File: src/rtl/filter_sequencer_if.sv
// filter_sequencer_if: sample/result bundle for the FIR sequencer.
//   inSignal  - new input sample (signed, DATA_W bits), valid with newData
//   newData   - single-cycle sample strobe
//   outSignal - registered filtered sample (signed, DATA_W bits)
//   dataReady - one-cycle pulse when outSignal is updated
//   busy      - filter is computing (not idle)
//   overrun   - sticky: a strobe was dropped while busy
// master drives samples, slave (the filter) returns results.
interface filter_sequencer_if #(
  parameter int DATA_W = 18
);
  logic signed [DATA_W-1:0] inSignal;
  logic                     newData;
  logic signed [DATA_W-1:0] outSignal;
  logic                     dataReady;
  logic                     busy;
  logic                     overrun;

  modport master (
    output inSignal, newData,
    input  outSignal, dataReady, busy, overrun
  );

  modport slave (
    input  inSignal, newData,
    output outSignal, dataReady, busy, overrun
  );
endinterface

File: src/rtl/filter_sequencer.sv
// filter_sequencer: 11-tap symmetric FIR using a single shared multiplier.
// A sample strobe shifts the delay line, then six multiply-accumulate steps
// fold the symmetric tap pairs, and a final step rounds toward minus infinity,
// saturates and publishes the result with a one-cycle dataReady pulse.
// Ports:
//   clk  - sole clock, rising edge
//   rst  - asynchronous active-high reset
//   bus  - filter_sequencer_if slave (inSignal/newData in;
//          outSignal/dataReady/busy/overrun out)
module filter_sequencer #(
  parameter int DATA_W = 18,
  parameter int FRAC_W = 12
) (
  input logic                clk,
  input logic                rst,
  filter_sequencer_if.slave  bus
);

  localparam int COEF_W = 13;                  // 12-bit magnitude + sign
  localparam int PAIR_W = DATA_W + 1;
  localparam int PROD_W = PAIR_W + COEF_W;
  localparam int ACC_W  = (PROD_W + 8 > 40) ? PROD_W + 8 : 40;
  localparam int NTAPS  = 11;

  localparam logic signed [ACC_W-1:0] SAT_MAX =
    {{(ACC_W-DATA_W+1){1'b0}}, {(DATA_W-1){1'b1}}};
  localparam logic signed [ACC_W-1:0] SAT_MIN =
    {{(ACC_W-DATA_W+1){1'b1}}, {(DATA_W-1){1'b0}}};

  typedef enum logic [1:0] {
    IDLE,
    MAC,
    OUT
  } state_t;

  state_t                   state_q;
  logic [2:0]               k_q;
  logic signed [ACC_W-1:0]  acc_q;
  logic signed [DATA_W-1:0] d_q [NTAPS];
  logic signed [DATA_W-1:0] out_q;
  logic                     ready_q;
  logic                     busy_q;
  logic                     overrun_q;

  logic [3:0]               lo_idx;
  logic [3:0]               hi_idx;
  logic signed [DATA_W-1:0] tap_lo;
  logic signed [DATA_W-1:0] tap_hi;
  logic signed [PAIR_W-1:0] pair;
  logic [COEF_W-2:0]        coef_mag;
  logic                     coef_neg;
  logic signed [COEF_W-1:0] coef;
  logic signed [PROD_W-1:0] prod;
  logic signed [ACC_W-1:0]  prod_ext;
  logic signed [ACC_W-1:0]  acc_d;
  logic signed [ACC_W-1:0]  shifted;
  logic signed [DATA_W-1:0] out_d;

  // Coefficient table; magnitude is unsigned, sign selects add/subtract.
  always_comb begin
    coef_mag = '0;
    coef_neg = 1'b0;
    case (k_q)
      3'd0: begin coef_mag = 12'h050; coef_neg = 1'b0; end
      3'd1: begin coef_mag = 12'h1D3; coef_neg = 1'b1; end
      3'd2: begin coef_mag = 12'h041; coef_neg = 1'b0; end
      3'd3: begin coef_mag = 12'h0AE; coef_neg = 1'b1; end
      3'd4: begin coef_mag = 12'h2DB; coef_neg = 1'b1; end
      3'd5: begin coef_mag = 12'h9D0; coef_neg = 1'b0; end
      default: begin coef_mag = '0; coef_neg = 1'b0; end
    endcase
    coef = $signed({1'b0, coef_mag});
  end

  // Symmetric pair operand; the centre tap (k=5) has no partner.
  always_comb begin
    lo_idx = {1'b0, k_q};
    hi_idx = 4'd10 - lo_idx;
    tap_lo = d_q[lo_idx];
    tap_hi = d_q[hi_idx];
    if (k_q == 3'd5) begin
      pair = {tap_lo[DATA_W-1], tap_lo};
    end else begin
      pair = {tap_lo[DATA_W-1], tap_lo} + {tap_hi[DATA_W-1], tap_hi};
    end
  end

  // The one shared multiplier and the accumulate step.
  always_comb begin
    prod     = PROD_W'(pair) * PROD_W'(coef);
    prod_ext = ACC_W'(prod);
    acc_d    = coef_neg ? (acc_q - prod_ext) : (acc_q + prod_ext);
  end

  // Arithmetic shift truncates toward minus infinity, then saturate.
  always_comb begin
    shifted = acc_q >>> FRAC_W;
    if (shifted > SAT_MAX) begin
      out_d = {1'b0, {(DATA_W-1){1'b1}}};
    end else if (shifted < SAT_MIN) begin
      out_d = {1'b1, {(DATA_W-1){1'b0}}};
    end else begin
      out_d = shifted[DATA_W-1:0];
    end
  end

  always_ff @(posedge clk or posedge rst) begin
    if (rst) begin
      state_q   <= IDLE;
      k_q       <= '0;
      acc_q     <= '0;
      out_q     <= '0;
      ready_q   <= 1'b0;
      busy_q    <= 1'b0;
      overrun_q <= 1'b0;
      for (int unsigned i = 0; i < NTAPS; i++) begin
        d_q[i] <= '0;
      end
    end else begin
      ready_q <= 1'b0;
      // Strobes during MAC/OUT are dropped and flagged.
      if (bus.newData && (state_q != IDLE)) begin
        overrun_q <= 1'b1;
      end
      case (state_q)
        IDLE: begin
          if (bus.newData) begin
            for (int unsigned i = NTAPS - 1; i > 0; i--) begin
              d_q[i] <= d_q[i-1];
            end
            d_q[0]  <= bus.inSignal;
            acc_q   <= '0;
            k_q     <= '0;
            busy_q  <= 1'b1;
            state_q <= MAC;
          end
        end
        MAC: begin
          acc_q <= acc_d;
          if (k_q == 3'd5) begin
            k_q     <= '0;
            state_q <= OUT;
          end else begin
            k_q <= k_q + 3'd1;
          end
        end
        OUT: begin
          out_q   <= out_d;
          ready_q <= 1'b1;
          busy_q  <= 1'b0;
          state_q <= IDLE;
        end
        default: begin
          busy_q  <= 1'b0;
          state_q <= IDLE;
        end
      endcase
    end
  end

  assign bus.outSignal = out_q;
  assign bus.dataReady = ready_q;
  assign bus.busy      = busy_q;
  assign bus.overrun   = overrun_q;

endmodule

File: src/flat_wrapper.sv
// flat-port wrapper written by rule: the top's interface ports become plain ports
module filter_sequencer_flat 
#(
  parameter int DATA_W = 18,
  parameter int FRAC_W = 12
)
  (clk, rst, bus_inSignal, bus_newData, bus_outSignal, bus_dataReady, bus_busy, bus_overrun);
  filter_sequencer_if #(.DATA_W(DATA_W)) bus_i ();
  input logic clk;
  input logic rst;
  input wire logic [$bits(bus_i.inSignal)-1:0] bus_inSignal;
  input wire logic [$bits(bus_i.newData)-1:0] bus_newData;
  output wire logic [$bits(bus_i.outSignal)-1:0] bus_outSignal;
  output wire logic [$bits(bus_i.dataReady)-1:0] bus_dataReady;
  output wire logic [$bits(bus_i.busy)-1:0] bus_busy;
  output wire logic [$bits(bus_i.overrun)-1:0] bus_overrun;
  assign bus_i.inSignal = bus_inSignal;
  assign bus_i.newData = bus_newData;
  assign bus_outSignal = bus_i.outSignal;
  assign bus_dataReady = bus_i.dataReady;
  assign bus_busy = bus_i.busy;
  assign bus_overrun = bus_i.overrun;
  filter_sequencer #(.DATA_W(DATA_W), .FRAC_W(FRAC_W)) u_core (.clk(clk), .rst(rst), .bus(bus_i));
endmodule
File: config.mk
export PLATFORM = sky130hd
export DESIGN_NAME = filter_sequencer_flat
export DESIGN_NICKNAME = d
export VERILOG_FILES = /design/src/rtl/filter_sequencer_if.sv /design/src/rtl/filter_sequencer.sv /design/src/flat_wrapper.sv
export SDC_FILE = /design/constraint.sdc
export NUM_CORES = 1
export LEC_CHECK = 0
export CAP_MARGIN = 25
export CORE_UTILIZATION = 29
export CTS_CLUSTER_SIZE = 16
export DETAILED_ROUTE_END_ITERATION = 6
export PLACE_DENSITY = 0.43
export SLEW_MARGIN = 20
export SYNTH_ARGS = -nofsm -noshare
export SYNTH_HDL_FRONTEND = slang
export SYNTH_SLANG_ARGS = --single-unit
File: constraint.sdc
create_clock -name clk -period 18.4 [get_ports clk]
set_input_delay 4.6 -clock clk [delete_from_list [all_inputs] [get_ports clk]]
set_output_delay 4.6 -clock clk [all_outputs]
set_load 0.05 [all_outputs]
==> flow_summary.json <==
{
  "fillers": 8837,
  "cp-start-kind": "register",
  "crit_path_top_delay_cell": "dfrtp_4",
  "grt_use_total": 0.165,
  "skew_ps": 43.9,
  "die_height_um": 293,
  "die_w_um": 293,
  "final_area_um2": 27400,
  "initialDrtViolationCount": 1191,
  "fmax_mhz": 68.4,
  "grt_max_degree": 104,
  "period_minus_slack_ps": 14610,
  "netlist.area_leader.share": 0.269,
  "final_layout_size_suffix_gt1_frac": 0.0689,
  "routedWlPerCell_um": 17.3,
  "postRouteAntennaNets": 0,
  "slew_violations": 0,
  "drt-total-wl_mm": 69.9,
  "cts_buffers": 35,
  "slew_headroom": 0.321,
  "ys.warnings.count": 0,
  "vias": 19700,
  "io_buffers": 41,
  "fin_util": 0.328,
  "postCtsSetupRepairBufs": 0,
  "tightest_slew_ps": 1020,
  "crit_path_end_kind": "register",
  "setup_viol_count_final": 0,
  "dpl_worst_slack_ps": 3740,
  "avgSynthCellArea_um2": 8.48,
  "clkTransAtPathRegs_ps": 60,
  "grt_pass1_wl_mm": 113,
  "synth-main-ff-cell": "dfrtp_1",
  "start_util": 0.293,
  "cpMostUsedCell": "fa_1",
  "synth-edff-count": 0,
  "syn2layout_area_growth_pct": 11.7,
  "hpwl_mm": 52.2,
  "slowest_delay_ps": 730,
  "cp_max_fo": 36,
  "hold_viol_final": 0,
  "crit_required_ps": 18820,
  "crit_type": "reg -> reg",
  "cts_root_buf": "clkbuf_16",
  "pin_count": 42,
  "cap_violations": 0,
  "insertion_delay_ps": 590,
  "antenna_found_initial": 1,
  "synth_cell_types": 82,
  "tns_ps": 0,
  "core_area_um2": 83700,
  "cts_buffer_depth": 3,
  "cts_tree": "yes",
  "grt_pass1_vias": 20000,
  "worstHoldPathType": "reg -> reg",
  "htree_levels": 2,
  "synth-seq-cells": 264,
  "syn_nets": 3241,
  "synthesis.area_um2": 24600,
  "ys_seq_area_frac": 0.269,
  "gp_congestion": 0.878,
  "rows": 106,
  "post-route-drc-count": 0,
  "outcome": "completed",
  "dr.pass1.iters": 5,
  "via_per_inst": 4.87,
  "synthArstFlopShare": 1.00,
  "postCtsHoldBufs": 0,
  "cts_sinks": 264,
  "grt.overflow.total": 0,
  "finalCritPeriodShare": 0.794,
  "placed_area_um2": 26200,
  "rsz0062_at_grt": "no",
  "worst_slack_ps": 3790,
  "cts-resized-gates": 0,
  "synth_top_area_cell": "dfrtp_1",
  "die-area_um2": 85800,
  "synth.area.top_cells": "dfrtp_1, fa_1, nand2_1, ha_1, mux4_2",
  "arrival_ps": 15040,
  "finalNetCount": 3224,
  "synthCells": 2896
}
==> cell type report <==
cell class                      instances  area (um^2)  area share
Antenna cell                            1         2.50   0.0000912
Clock buffer                           52         1050      0.0383
Clock inverter                          9          115     0.00420
Inverter                              310         1170      0.0427
Multi-Input combinational cell       2193        16300       0.596
Sequential cell                       264         6610       0.241
Tap cell                             1134         1420      0.0517
Timing Repair Buffer                   75          711      0.0259
==> layer usage <==
metal | track usage | routed length, um | vias to the layer above | share of wire
li1 | - | - | 9467 | -
met1 | 0.224 | 31900 | 9761 | 0.46
met2 | 0.275 | 33500 | 350 | 0.48
met3 | 0.0230 | 2830 | 81 | 0.040
met4 | 0.0443 | 1620 | 0 | 0.023
met5 | 0 | 0 | - | 0
==> cells in the final DEF, fill, tap and decap left out, types with 35 or more instances in the layout <==
cell type	synthesis	final
nand2_1	799	798
inv_1	308	307
dfrtp_1	264	261
nor2_1	196	195
fa_1	185	185
ha_1	139	138
a21oi_1	138	136
o21ai_0	94	94
mux4_2	73	73
xnor2_1	55	55
xor2_1	50	49
nand3_1	49	49
a21o_1	48	48
clkdlybuf4s50_1	0	41
mux2i_1	40	40
clkbuf_16	0	35
==> cells in the mapped netlist, types with 7 or more instances <==
library cell	count
o211ai_1	11
o31ai_1	9
nor2_1	196
nand2b_1	23
nor2b_1	22
xor2_1	50
mux4_2	73
o21ai_0	94
o21a_1	14
dfrtp_1	264
ha_1	139
nand4_1	13
or3_1	10
a21oi_1	138
nor3_1	23
xnor2_1	55
nand2_1	799
o22ai_1	18
clkbuf_1	108
a31oi_1	12
and2_1	35
o21bai_1	7
fa_1	185
nand3_1	49
a211o_1	7
and3_1	11
a211oi_1	14
inv_1	308
buf_1	18
mux2i_1	40
or2_2	8
a21o_1	48
==> cells by family after synthesis <==
| logic type | count (synthesis) | synth area share |
|---|---|---|
| AND/OR/NAND/NOR | 1215 | 0.207 |
| buffers and inverters | 439 | 0.0675 |
| AO/OA/AOI/OAI | 435 | 0.113 |
| adder cells (fa/ha/maj) | 324 | 0.222 |
| flip-flops | 264 | 0.269 |
| multiplexers | 114 | 0.0837 |
| XOR/XNOR | 105 | 0.0375 |
==> final timing paths <==
path | slack (ps) | cells after the start | startpoint | end
max | 3790 | 53 | u_core.k_q[0] | u_core.acc_q[39]
min | 460 | 1 | u_core.bus.overrun | u_core.bus.overrun
max reg2reg | 3790 | 53 | u_core.k_q[0] | u_core.acc_q[39]
min reg2reg | 460 | 1 | u_core.bus.overrun | u_core.bus.overrun
max in group asynchronous | 11840 | 4 | rst | u_core.d_q[9]
min in group asynchronous | 4510 | 2 | rst | u_core.bus.outSignal[14]
==> worst max-delay path: cells and delay by family (launching register included) <==
kind	cells	cell delay (ps)
AO/OA/AOI/OAI	19	3960
XOR/XNOR	3	420
adder cells (fa/ha/maj)	10	4380
buffers and inverters	7	1530
flip-flops	1	730
multiplexers	1	260
AND/OR/NAND/NOR	13	3180
==> sequential cells by signal, summed over array words and instances, names as in the netlist <==
register / cells
u_core.state_q: 2
u_core.bus.busy: 1
u_core.acc_q: 40
u_core.k_q: 3
u_core.bus.outSignal: 18
u_core.d_q: 198
u_core.bus.dataReady: 1
u_core.bus.overrun: 1
==> per-stage QoR <==
stage / instances / hold WS [ps]
after global routing: 4037 / 481
after detailed placement: 3971 / 452
after CTS: 4032 / 471
after floorplan: 2896 / 445
final: 4038 / 464
after global placement: 3969 / 454
Power is left out: the tool's default activity adds up to more than one toggle a clock period on the data nets, which glitch-free logic cannot reach.
